### src/rtl/dlp_bank.sv
// dlp_bank: bank of clocked, multi-bit gated latches with preset.
//
// Latch behaviour is emulated synchronously on CLK, so there are no
// combinational loops and every output is a flop.
//
// Parameters:
//   WIDTH    data bits per channel
//   CHANNELS number of independent channels
//   INIT     value loaded into every Q bit on RESET
//   MODE     0 = LEVEL, 1 = OPEN-edge, 2 = CLOSE-edge (anything else acts as LEVEL)
//   GFILT    gate-filter length in cycles (only with DLP_BANK_GATE_FILTER_EN)
//
// Ports:
//   CLK    clock, rising edge
//   RESET  synchronous active-high reset
//   PRESET per-channel synchronous preset (Q <= all ones)
//   G      per-channel gate
//   D      data, channel c at [c*WIDTH +: WIDTH]
//   Q      registered latch outputs, same packing as D
//   CHG    per-channel one-cycle strobe, high while Q shows a new value
//
// Optional feature macro: DLP_BANK_GATE_FILTER_EN
//   When defined, each gate must be high for GFILT consecutive cycles before
//   it is treated as open.

module dlp_bank #(
    parameter int unsigned WIDTH    = 8,
    parameter int unsigned CHANNELS = 2,
    parameter logic        INIT     = 1'b1,
    parameter int unsigned MODE     = 0,
    parameter int unsigned GFILT    = 1
) (
    input  logic                      CLK,
    input  logic                      RESET,
    input  logic [CHANNELS-1:0]       PRESET,
    input  logic [CHANNELS-1:0]       G,
    input  logic [CHANNELS*WIDTH-1:0] D,
    output logic [CHANNELS*WIDTH-1:0] Q,
    output logic [CHANNELS-1:0]       CHG
);

`ifdef DLP_BANK_GATE_FILTER_EN
    localparam int unsigned CntW = $clog2(GFILT + 1);
    localparam logic [CntW-1:0] CntMax = CntW'(GFILT - 1);
`else
    // GFILT only matters when the filter is compiled in.
    logic unused_gfilt;
    assign unused_gfilt = ^GFILT;
`endif

    for (genvar c = 0; c < CHANNELS; c++) begin : g_ch
        logic [WIDTH-1:0] d_c;
        logic [WIDTH-1:0] q_q, q_d;
        logic [WIDTH-1:0] sh_q, sh_d;
        logic             gq_q;
        logic             chg_q;
        logic             ge;
        logic             rise;
        logic             fall;

        assign d_c = D[c*WIDTH +: WIDTH];

`ifdef DLP_BANK_GATE_FILTER_EN
        logic [CntW-1:0] cnt_q;

        // Gate is only honoured once it has been high for GFILT cycles.
        assign ge = G[c] & (cnt_q >= CntMax);

        // Counter ignores PRESET on purpose: preset must not restart filtering.
        always_ff @(posedge CLK) begin
            if (RESET || !G[c]) begin
                cnt_q <= '0;
            end else if (cnt_q < CntMax) begin
                cnt_q <= cnt_q + 1'b1;
            end
        end
`else
        assign ge = G[c];
`endif

        assign rise = ge & ~gq_q;
        assign fall = ~ge & gq_q;

        always_comb begin
            q_d  = q_q;
            sh_d = sh_q;
            if (PRESET[c]) begin
                q_d  = '1;
                sh_d = '1;
            end else begin
                case (MODE)
                    1: begin
                        if (rise) q_d = d_c;
                    end
                    2: begin
                        // Shadow tracks D while open; Q only moves on close.
                        if (ge)   sh_d = d_c;
                        if (fall) q_d  = sh_q;
                    end
                    default: begin
                        if (ge) q_d = d_c;
                    end
                endcase
            end
        end

        always_ff @(posedge CLK) begin
            if (RESET) begin
                q_q   <= {WIDTH{INIT}};
                sh_q  <= {WIDTH{INIT}};
                gq_q  <= 1'b0;
                chg_q <= 1'b0;
            end else begin
                q_q   <= q_d;
                sh_q  <= sh_d;
                // Also updated under preset so an edge during preset is consumed.
                gq_q  <= ge;
                chg_q <= (q_d != q_q);
            end
        end

        assign Q[c*WIDTH +: WIDTH] = q_q;
        assign CHG[c]              = chg_q;
    end

endmodule
### config.mk
export PLATFORM = sky130hd
export DESIGN_NAME = dlp_bank
export DESIGN_NICKNAME = d
export VERILOG_FILES = /design/src/rtl/dlp_bank.sv
export SDC_FILE = /design/constraint.sdc
export NUM_CORES = 1
export LEC_CHECK = 0
export ABC_AREA = 1
export CAP_MARGIN = 20
export CORE_UTILIZATION = 47
export CTS_CLUSTER_SIZE = 25
export DETAILED_ROUTE_END_ITERATION = 16
export PLACE_DENSITY = 0.84
export REMOVE_ABC_BUFFERS = 1
export SYNTH_ARGS = -nofsm -noshare
export SYNTH_HDL_FRONTEND = slang
export SYNTH_SLANG_ARGS = --single-unit
### constraint.sdc
create_clock -name CLK -period 2.9 [get_ports CLK]
set_input_delay 0.58 -clock CLK [delete_from_list [all_inputs] [get_ports CLK]]
set_output_delay 0.58 -clock CLK [all_outputs]
set_load 0.02 [all_outputs]
==> impl.org <==
** Global route
- The first global-routing pass estimated between 4000 and 5000 um of wire.
- The layer flagged by global routing as most heavily used is met2.
- Across every metal layer, demand over resource in global routing totals 0.215.
- In the global route stage, met1 resource usage came out at 0.268.
- Met3 GRT Util :: 0.0273
- Vias in the first global route :: a little over 1,000
- Entering global routing, the biggest net connects 18 pins.
- The number of antenna violations at the first check in global routing was 0.
- For this run, global-route usage on met2 was measured as 0.358.
- For this run the aggregate overflow at the end of global routing stands at 0.

** Pwr
- VDD sags by at most about 0.00033 V.
- Final Total Pwr :: 582 uW
- Power density over the cells :: ~400 nW/um^2
- For this design the static power due to leakage is roughly 0.00081 uW.

** Worst setup path
- The number of cells on the worst reg-to-reg path is 7.
- The worst setup path is of the reg2out kind.
- Following the worst setup path forward leads to its endpoint at Q[4].
- Setup slack of the most critical reg-to-reg path :: 1940 ps
- The endpoint identified for the worst register-to-register timing path is g_ch[0].chg_q$_SDFF_PP0_.
- Crit path DAT :: roughly 1300 ps
- At the worst endpoint, the required time is roughly 2300 ps.
- Path length in cells of the critical path :: 1
- Startpoint of the worst-slack reg-to-reg timing path :: g_ch[0].q_q[7]$_SDFF_PP1_
- Cells traversed along the worst timing path :: clkdlybuf4s50_1
- In this design, the largest share of critical-path delay is due to buffers and inverters.
- Combined buffer and inverter count along the critical path :: 1
- Critical Path Source Type :: register
- The most critical setup path has its startpoint at g_ch[0].q_q[4]$_SDFF_PP1_.
- Critical path's slowest cell :: sky130_fd_sc_hd__clkdlybuf4s50_1
- For this run, the slowest stage of the critical path takes approximately 630 ps.
- CP max FO :: 4
- Endpoint kind of the worst setup timing path :: primary output

** Clock tree
- Number of gates given a new drive strength after cts :: 0
- The clock drives 18 sinks.
- Clk root buf :: sky130_fd_sc_hd__clkbuf_4
- Once the clock tree was built, the setup fixing pass inserted 0 buffers.
- Number of buffers added by the clock tree synthesis step :: 3
- Hold repair after CTS inserted 0 buffers.
- H-tree lvl count :: 1
- Skew-Pair Late Insertion Delay :: approximately 300 ps
- CTS tree :: done
- Clock-pin slew was measured on the worst setup and hold paths at 110 ps.
- No sink is reached through more buffers than the 2 on the longest clock path.

** Routing
- The routed design has between 2000 and 3000 um of wire.
- The count of nets left with antenna violations once routing finished came out at 0.
- Vias post-DR :: between 1,000 and 1,500
- In the routed design, unresolved DRC markers number 0.
- Number of optimization iterations in the first detailed-route pass :: 4
- Average wire per cell in the routed design :: ~11 um
- Vias per cell :: 5.10
- Iteration-0 DRC Markers :: 20

** Logic synthesis
- Yosys cell types :: 14
- Of the synthesized area, sequential elements account for 0.326.
- Top post-synthesis cells by area :: sky130_fd_sc_hd__dfxtp_1 (33%), sky130_fd_sc_hd__nand2_1 (27%), sky130_fd_sc_hd__nand4_1 (9.0%), sky130_fd_sc_hd__a21oi_1 (7.2%), sky130_fd_sc_hd__inv_1 (7.1%)
- The complex-gate fraction of the synthesized area is 0.0724.
- Fraction of synthesized cell area in xor and xnor cells :: 0
- Number of synthesized register bits :: 18
- Share of cell area taken by muxes after synthesis :: 0
- The Yosys step of the flow raised 0 warnings.
- Simple-Gate Fraction of Synth Area :: 0.434
- Avg Inst Size Synth :: a little over 6 um^2
- Synthesized netlist cell count :: between 150 and 200
- Of the post-synthesis cell area, the dominant cell type holds 0.326.
- The mapped netlist covers roughly 1100 um^2.
- Dominant combinational cell family by area after synthesis :: simple AND/OR/NAND/NOR gates
- Synthesized-area fraction occupied by adder cells :: 0
- Cell type with the largest total area after synthesis :: sky130_fd_sc_hd__dfxtp_1

** Die
- For this configuration, the core starts out at a cell density of 0.500.
- The region available for standard cell placement spans 2210 um^2.
- In this run the count of I/O pins placed on the die edge is 40.
- In this run the horizontal extent of the chip is ~51 um.
- Die footprint :: 2550 um^2
- Row generation in the floorplan step produced 17 rows.
- Die Height :: between 50 and 60 um

** STA
- Clock skew after layout :: between 1 and 1.5 ps
- Measured against its own limit, the worst slew margin works out to 0.588.
- The clock period could shrink to between 1500 and 2000 ps.
- Hold Slack :: roughly 520 ps
- Number of pins exceeding their max-slew limit in the final report :: 0
- Setup violations remaining at the end of the flow were counted as 0.
- Setup repair after global routing left no endpoint under its margin.
- The total count of hold-check failures in the final report came to 0.
- Least-Margin Pin Slew :: just over 600 ps
- Final TNS setup :: 0 ps
- Dividing the final minimum period by the clock period gives 0.657.
- Highest Clock Rate :: 525 MHz

** Layout
- Leaving out fill and tap cells, the most frequent cell in the layout is sky130_fd_sc_hd__nand2_1.
- Ant. Diodes :: 0
- Layout cell share with drive strength beyond 1 :: 0.0472
- In the layout the commonest cells are sky130_fd_sc_hd__nand2_1 (80), sky130_fd_sc_hd__clkdlybuf4s50_1 (39), sky130_fd_sc_hd__inv_1 (21), sky130_fd_sc_hd__dfxtp_1 (18).
- The finished cells cover 1470 um^2.
- Post-synthesis to final-layout area growth :: 32.8%
- The filler cells instantiated in the layout total between 200 and 250.
- Share of the core filled with cells :: 0.664
- The net count of the finished layout is about 240.

** Place
- In this run the cell area measured after placement is roughly 1400 um^2.
- Buffers placed on the I/O ports in this run total 39.
- Post-DP HPWL :: 1880 um
- Weighted congestion reported at the end of routability-driven placement :: around 0.81

** Min path
- Worst Hold Class :: reg2reg

** Run status
- Run status :: finished clean

** Job
- The tool flagged a number of max-cap violations equal to 0.
## flip-flops by register name, indices dropped and copies added, names as in the netlist
signal / flops
g_ch.q_q: 16
g_ch.chg_q: 2
## cell families after synthesis
family                 count (synthesis)
AO/OA/AOI/OAI                         16
buffers and inverters                 32
flip-flops                            18
AND/OR/NAND/NOR                      112
## final cells by class
class                           count  area (um^2)  share of cell area
Multi-Input combinational cell    128          561               0.382
Timing Repair Buffer               39          390               0.266
Sequential cell                    18          360               0.245
Inverter                           23         86.3              0.0588
Clock buffer                        4         36.3              0.0247
Tap cell                           28         35.0              0.0239
## metal layers
metal / vias to the layer above / part of all wire
li1: 624 / -
met1: 547 / 0.44
met2: 46 / 0.49
met3: 8 / 0.047
met4: 0 / 0.024
met5: - / 0
## where the power goes
group	internal, uW	switching [uW]	total [uW]
Sequential	260	10.4	270
Combinational	72.1	81.7	154
Clock	76.6	81.6	158
## how the worst min path moves through the flow
stage | startpoint | end | slack [ps] | cells past startpoint
4_1_cts | g_ch[0].q_q[5]$_SDFF_PP1_ | g_ch[0].q_q[5]$_SDFF_PP1_ | 520 | 2
3_5_place_dp | g_ch[0].q_q[5]$_SDFF_PP1_ | g_ch[0].q_q[5]$_SDFF_PP1_ | 500 | 2
3_3_place_gp | g_ch[1].q_q[1]$_SDFF_PP1_ | g_ch[1].q_q[1]$_SDFF_PP1_ | 490 | 2
6_report | g_ch[0].q_q[5]$_SDFF_PP1_ | g_ch[0].q_q[5]$_SDFF_PP1_ | 520 | 2
5_1_grt | g_ch[0].q_q[2]$_SDFF_PP1_ | g_ch[0].q_q[2]$_SDFF_PP1_ | 560 | 2
2_1_floorplan | g_ch[0].q_q[0]$_SDFF_PP1_ | g_ch[0].q_q[0]$_SDFF_PP1_ | 610 | 2
## stage by stage
stage	instances	worst slack, ps
after floorplan	169	1610
after global placement	236	782
after detailed placement	236	724
after CTS	240	992
after global routing	240	865
final	240	994
## synth_stat cells
cell,instances
sky130_fd_sc_hd__buf_4,2
sky130_fd_sc_hd__nand4_1,16
sky130_fd_sc_hd__clkbuf_8,2
sky130_fd_sc_hd__nand2_1,80
sky130_fd_sc_hd__nand2_4,2
sky130_fd_sc_hd__buf_8,2
sky130_fd_sc_hd__dfxtp_1,18
sky130_fd_sc_hd__inv_1,21
sky130_fd_sc_hd__inv_2,2
sky130_fd_sc_hd__nand2_2,2
sky130_fd_sc_hd__buf_6,2
sky130_fd_sc_hd__nor2_1,12
sky130_fd_sc_hd__clkbuf_1,1
sky130_fd_sc_hd__a21oi_1,16
Note: power is estimated with default switching activity, not from simulation.
